<file path="config.mk">
export PLATFORM = sky130hd
export DESIGN_NAME = regfile_mp
export DESIGN_NICKNAME = d
export VERILOG_FILES = /design/src/rtl/regfile_mp_pkg.sv /design/src/rtl/regfile_clear_ctrl.sv /design/src/rtl/regfile_mp.sv
export SDC_FILE = /design/constraint.sdc
export NUM_CORES = 2
export LEC_CHECK = 0
export BUFFER_PORTS_ARGS = -buffer_cell sky130_fd_sc_hd__buf_2
export CORE_ASPECT_RATIO = 1.5
export CORE_MARGIN = 4
export CORE_UTILIZATION = 57
export CTS_CLUSTER_DIAMETER = 80
export DETAILED_ROUTE_END_ITERATION = 7
export HOLD_SLACK_MARGIN = 0.08
export PLACE_DENSITY = 0.76
export SLEW_MARGIN = 20
export SYNTH_ARGS = -nofsm -noshare
export SYNTH_HDL_FRONTEND = slang
export SYNTH_HIERARCHICAL = 1
export SYNTH_SLANG_ARGS = --single-unit
</file>
<file path="constraint.sdc">
create_clock -name clk -period 4.8 [get_ports clk]
set_clock_uncertainty 0.15 [all_clocks]
set_input_delay 0 -clock clk [delete_from_list [all_inputs] [get_ports clk]]
set_output_delay 0 -clock clk [all_outputs]
set_load 0.02 [all_outputs]
</file>
<file path="src/rtl/regfile_mp_pkg.sv">
// regfile_mp_pkg: shared definitions for the multi-port register file.
//   - default data width and register count
//   - zero constant used for gated read data
//   - clear-sequencer state encodings
//   - packed-port slice helper macro
// Optional build macro used by regfile_mp: REGFILE_MP_DIFFTEST_EN.

`ifndef REGFILE_MP_PKG_DEFS
`define REGFILE_MP_PKG_DEFS
// Select element idx of width w from a flat packed vector.
`define RF_SLICE(vec, idx, w) vec[(idx)*(w) +: (w)]
`endif

package regfile_mp_pkg;

  localparam int unsigned RF_XLEN_DEF = 64;
  localparam int unsigned RF_NREG_DEF = 32;

  localparam logic [RF_XLEN_DEF-1:0] RF_ZERO = '0;

  // Clear sequencer states
  localparam logic [0:0] RF_CLEAR = 1'b0;
  localparam logic [0:0] RF_RUN   = 1'b1;

endpackage

</file>
<file path="src/rtl/regfile_clear_ctrl.sv">
// regfile_clear_ctrl: zeroes the register file one entry per cycle after reset.
// Ports:
//   clk      in   system clock
//   rst      in   synchronous active-high reset
//   ready    out  high once every entry has been cleared (state RUN)
//   clr_we   out  clear write strobe for the storage
//   clr_addr out  entry being cleared this cycle

module regfile_clear_ctrl
  import regfile_mp_pkg::*;
#(
  parameter  int unsigned NREG = RF_NREG_DEF,
  localparam int unsigned AW   = $clog2(NREG)
) (
  input  logic          clk,
  input  logic          rst,
  output logic          ready,
  output logic          clr_we,
  output logic [AW-1:0] clr_addr
);

  logic [0:0]    state_q, state_d;
  logic [AW-1:0] cnt_q, cnt_d;

  always_comb begin
    state_d = state_q;
    cnt_d   = cnt_q;
    if (state_q == RF_CLEAR) begin
      cnt_d = cnt_q + 1'b1;
      if (cnt_q == AW'(NREG - 1)) begin
        state_d = RF_RUN;
      end
    end
  end

  always_ff @(posedge clk) begin
    if (rst) begin
      state_q <= RF_CLEAR;
      cnt_q   <= '0;
    end else begin
      state_q <= state_d;
      cnt_q   <= cnt_d;
    end
  end

  assign ready    = (state_q == RF_RUN);
  assign clr_we   = !rst && (state_q == RF_CLEAR);
  assign clr_addr = cnt_q;

endmodule

</file>
<file path="src/rtl/regfile_mp.sv">
// regfile_mp: parametrised multi-port integer register file.
//   Storage is zeroed by a clear sequencer after reset; reads are
//   combinational with per-port write-to-read bypass; simultaneous writes to
//   one address resolve to the highest-index write port. Entry 0 reads as 0.
// Ports:
//   clk      in   system clock
//   rst      in   synchronous active-high reset
//   ready    out  high once the clear sequence has completed
//   rd_en    in   [NRD]        per-read-port enable
//   rd_addr  in   [NRD*AW]     read addresses, port i at [i*AW +: AW]
//   rd_data  out  [NRD*XLEN]   read data, port i at [i*XLEN +: XLEN]
//   wr_en    in   [NWR]        per-write-port enable
//   wr_addr  in   [NWR*AW]     write addresses
//   wr_data  in   [NWR*XLEN]   write data
//   dbg_regs out  [NREG*XLEN]  storage snapshot (only with REGFILE_MP_DIFFTEST_EN)

module regfile_mp
  import regfile_mp_pkg::*;
#(
  parameter  int unsigned XLEN = RF_XLEN_DEF,
  parameter  int unsigned NREG = RF_NREG_DEF,
  parameter  int unsigned NRD  = 2,
  parameter  int unsigned NWR  = 1,
  localparam int unsigned AW   = $clog2(NREG)
) (
  input  logic                 clk,
  input  logic                 rst,
  output logic                 ready,
  input  logic [NRD-1:0]       rd_en,
  input  logic [NRD*AW-1:0]    rd_addr,
  output logic [NRD*XLEN-1:0]  rd_data,
  input  logic [NWR-1:0]       wr_en,
  input  logic [NWR*AW-1:0]    wr_addr,
  input  logic [NWR*XLEN-1:0]  wr_data
`ifdef REGFILE_MP_DIFFTEST_EN
  ,
  output logic [NREG*XLEN-1:0] dbg_regs
`endif
);

  logic          clr_we;
  logic [AW-1:0] clr_addr;
  logic          run_en;

  regfile_clear_ctrl #(
    .NREG (NREG)
  ) u_clear_ctrl (
    .clk      (clk),
    .rst      (rst),
    .ready    (ready),
    .clr_we   (clr_we),
    .clr_addr (clr_addr)
  );

  // Normal writes and reads are live only in RUN and outside reset.
  assign run_en = ready && !rst;

  // Entry 0 has no storage.
  logic [XLEN-1:0] regs_q [1:NREG-1];
  logic [XLEN-1:0] regs_d [1:NREG-1];

  always_comb begin
    regs_d = regs_q;
    for (int unsigned e = 1; e < NREG; e++) begin
      if (clr_we) begin
        if (clr_addr == AW'(e)) begin
          regs_d[e] = '0;
        end
      end else if (run_en) begin
        // Ascending port order: the highest-index matching port wins.
        for (int unsigned p = 0; p < NWR; p++) begin
          if (wr_en[p] && (`RF_SLICE(wr_addr, p, AW) == AW'(e))) begin
            regs_d[e] = `RF_SLICE(wr_data, p, XLEN);
          end
        end
      end
    end
  end

  always_ff @(posedge clk) begin
    regs_q <= regs_d;
  end

  for (genvar i = 0; i < NRD; i++) begin : g_rd
    logic [AW-1:0]   ra;
    logic [XLEN-1:0] rv;

    assign ra = `RF_SLICE(rd_addr, i, AW);

    always_comb begin
      rv = XLEN'(RF_ZERO);
      if (run_en && rd_en[i] && (ra != '0)) begin
        rv = regs_q[ra];
        // Nonzero ra means a matching write address is nonzero as well.
        for (int unsigned p = 0; p < NWR; p++) begin
          if (wr_en[p] && (`RF_SLICE(wr_addr, p, AW) == ra)) begin
            rv = `RF_SLICE(wr_data, p, XLEN);
          end
        end
      end
    end

    assign `RF_SLICE(rd_data, i, XLEN) = rv;
  end

`ifdef REGFILE_MP_DIFFTEST_EN
  assign dbg_regs[0 +: XLEN] = '0;
  for (genvar k = 1; k < NREG; k++) begin : g_dbg
    assign dbg_regs[k*XLEN +: XLEN] = regs_q[k];
  end
`endif

endmodule

</file>
==> insert_results.sql <==
INSERT INTO impl_metrics (metric_group, metric, value, unit) VALUES
('sta', 'maxSlewViolCount', '0', ''),
('logic_synthesis', 'synth_seq_cells', '1990', ''),
('route', 'avgViaCountPerCell', '7.72', ''),
('logic_synthesis', 'synthCells', '5055', ''),
('die', 'die-height', '505', 'µm'),
('route', 'ant_nets', '0', ''),
('placement', 'place_inst', '7181', ''),
('setup_path', 'worst_path_dominant_cell_family', 'simple AND/OR/NAND/NOR gates', ''),
('min_path', 'hold_path.startpoint', 'wr_data[50]', ''),
('cells_and_area', 'stdcell_area', '105000', 'µm²'),
('die', 'die_x', '340', 'µm'),
('clock_tree', 'cts_htree_levels', '4', ''),
('clock_tree', 'clock_latency', '0.85', 'ns'),
('setup_path', 'crit_type', 'flop to output port', ''),
('status', 'result_of_the_run', 'complete, no violations', ''),
('cells_and_area', 'stdcell_count', '7592', ''),
('pwr', 'p_leak', '34.2', 'nW'),
('sta', 'timing.slew.headroom', '0.219', ''),
('logic_synthesis', 'ys_warn_count', '6', ''),
('setup_path', 'r2r-start', 'u_clear_ctrl/ready', ''),
('route', 'via_count', '58600', ''),
('sta', 'maxClockFrequency', '213', 'MHz'),
('placement', 'placedInstanceArea', '98300', 'µm²'),
('sta', 'grt_setup_unrepaired', 'no', ''),
('route', 'drt-total-wl', '297', 'mm'),
('clock_tree', 'cts.path.max_buffers', '3', ''),
('sta', 'final_hold_viol_count', '0', ''),
('grt', 'grt_util_all_layers', '0.344', ''),
('clock_tree', 'clock_sink_count', '1990', ''),
('pwr', 'power.density_cell_area', '352', 'nW/µm²'),
('setup_path', 'crit_buf_inv', '3', ''),
('setup_path', 'worst_ep_arrival_time', '4.55', 'ns'),
('sta', 'finalCritPeriodShare', '0.978', ''),
('logic_synthesis', 'syn_avg_cell_area', '18.6', 'µm²'),
('setup_path', 'critical_path.cell_chain', 'nor2b_1, nand2_1, nor2_2, buf_4, nand2b_4, buf_4, a31oi_1, buf_2', ''),
('setup_path', 'start_kind', 'flop', ''),
('placement', 'place_worst_setup_slack', '0.975', 'ns'),
('run', 'max_capacitance_violation_count', '0', ''),
('clock_tree', 'cts_tree', 'done', ''),
('placement', 'place_congestion', '0.841', ''),
('sta', 'period_minus_slack', '4.70', 'ns'),
('die', 'core_region_area', '164000', 'µm²'),
('logic_synthesis', 'unique_masters_post_synth', '60', ''),
('sta', 'setup_slack', '0.104', 'ns'),
('logic_synthesis', 'yosys_most_used_dff', 'edfxtp_1', ''),
('logic_synthesis', 'synthArstFlopShare', '0', ''),
('setup_path', 'worst_path_most_repeated_cell', 'buf_4', ''),
('setup_path', 'crit_path_max_fanout', '31', ''),
('setup_path', 'slowest_stage', 'dfxtp_1', ''),
('setup_path', 'critPathMaxStageDelay', '0.57', 'ns'),
('route', 'avgRoutedWirePerCell', '39.2', 'µm'),
('die', 'design.portCount', '213', ''),
('placement', 'port_buffers', '212', ''),
('sta', 'worst_pin_slew', '1.17', 'ns'),
('cells_and_area', 'flow.area_growth_from_synthesis', '11.8', '%'),
('clock_tree', 'cts_inserted_buffers', '180', ''),
('logic_synthesis', 'ys_seq_area_frac', '0.635', ''),
('logic_synthesis', 'post_synthesis_cell_area', '94000', 'µm²'),
('setup_path', 'crit_start', 'u_clear_ctrl/ready', ''),
('logic_synthesis', 'synth.net_count', '5141', ''),
('die', 'std_cell_rows', '182', ''),
('setup_path', 'worstSetupEndpointType', 'output port', ''),
('grt', 'largest_net_degree_at_the_start_of_global_routing', '106', ''),
('route', 'drt_iter0_drc', '9110', ''),
('cells_and_area', 'layout.cells.most_common', 'edfxtp_1', ''),
('grt', 'grt_antenna_before_repair', '11', ''),
('min_path', 'timing.hold.worst.class', 'primary input to flop', ''),
('cells_and_area', 'finalNetCount', '5406', ''),
('cells_and_area', 'drive_above_1_share', '0.334', ''),
('grt', 'globalRoute.totalOverflow', '0', ''),
('die', 'starting_density_of_the_core', '0.573', '');
==> layer usage <==
metal / wire [µm] / vias up / GRT usage
li1: - / 22200 / -
met1: 96000 / 30000 / 0.428
met2: 143000 / 5172 / 0.549
met3: 37400 / 1208 / 0.0853
met4: 21100 / 2 / 0.212
met5: 13 / - / 0
==> power breakdown <==
group | total, mW | switching [mW] | internal, mW
logic | 2.95 | 1.78 | 1.16
clock network | 14.8 | 6.58 | 8.21
registers | 19.2 | 0.0446 | 19.2
==> worst min-delay path: stages <==
cell and delay, ns:
dlygate4sd3_1 0.53, buf_2 0.17, nor2b_1 0.23
==> cell families after synthesis <==
kind of cell / share of synthesized area
AOI/OAI and AO/OA: 0.0598
xor gates and xnor gates: 0.00121
adders and majority gates: 0.000266
buffers and inverters: 0.0237
DFF: 0.635
muxes: 0.252
and+or+nand+nor: 0.0283
==> path summary, 6_finish.rpt <==
check                           cells past startpoint            endpoint  slack, ns
worst max-delay path                                8         rd_data[85]       0.10
worst min-delay path                                3        regs_q[1074]       0.14
worst min register to register                      2  u_clear_ctrl/ready       0.52
worst max register to register                      6        regs_q[1046]       0.52
==> area by class of cell <==
cell class | count | area, µm²
clock inverter | 116 | 1310
fill | 10900 | 58900
tap | 2116 | 2650
sequential | 1990 | 59700
clock buffer | 213 | 4650
antenna | 9 | 22.5
inverter | 1 | 3.75
multi-input combinational | 2629 | 32700
timing repair buffer | 518 | 4070
==> synthesized netlist by cell type (49+ instances only) <==
| cell | number | share of area |
|---|---|---|
| a31oi_1 | 53 | 0.0035 |
| a221oi_1 | 55 | 0.0051 |
| a22oi_1 | 125 | 0.010 |
| nand2_1 | 192 | 0.0077 |
| a21oi_1 | 51 | 0.0027 |
| mux2i_1 | 276 | 0.029 |
| o22ai_1 | 127 | 0.0085 |
| mux2_2 | 222 | 0.027 |
| clkbuf_1 | 187 | 0.0075 |
| mux4_2 | 816 | 0.20 |
| buf_2 | 148 | 0.0079 |
| o22a_1 | 49 | 0.0046 |
| buf_4 | 56 | 0.0045 |
| edfxtp_1 | 1984 | 0.63 |
| nor2_1 | 118 | 0.0047 |
| nor2b_1 | 84 | 0.0056 |
| o221ai_1 | 50 | 0.0047 |
==> flip-flops by register name, indices dropped and copies added (netlist names) <==
signal                 flops
regs_q                  1984
u_clear_ctrl/clr_addr      5
u_clear_ctrl/ready         1
==> per-stage QoR <==
stage	total power, mW	hold WS, ns	TNS [ns]
5_1_grt	37.9	0.167	0
3_3_place_gp	22.4	0.156	0
4_1_cts	37.0	0.0895	0
3_5_place_dp	22.4	0.163	0
6_report	37.0	0.141	0
2_1_floorplan	21.5	-0.0776	-720.12
==> timing repair <==
action | CTS | global route
gates resized for setup | 0 | 1
buffers inserted | 0 | 0
hold buffers | 72 | 0
endpoints found under the setup margin | 0 | 1
endpoints found under the hold margin | 1993 | 0
Note: power is estimated with default switching activity, not from simulation.
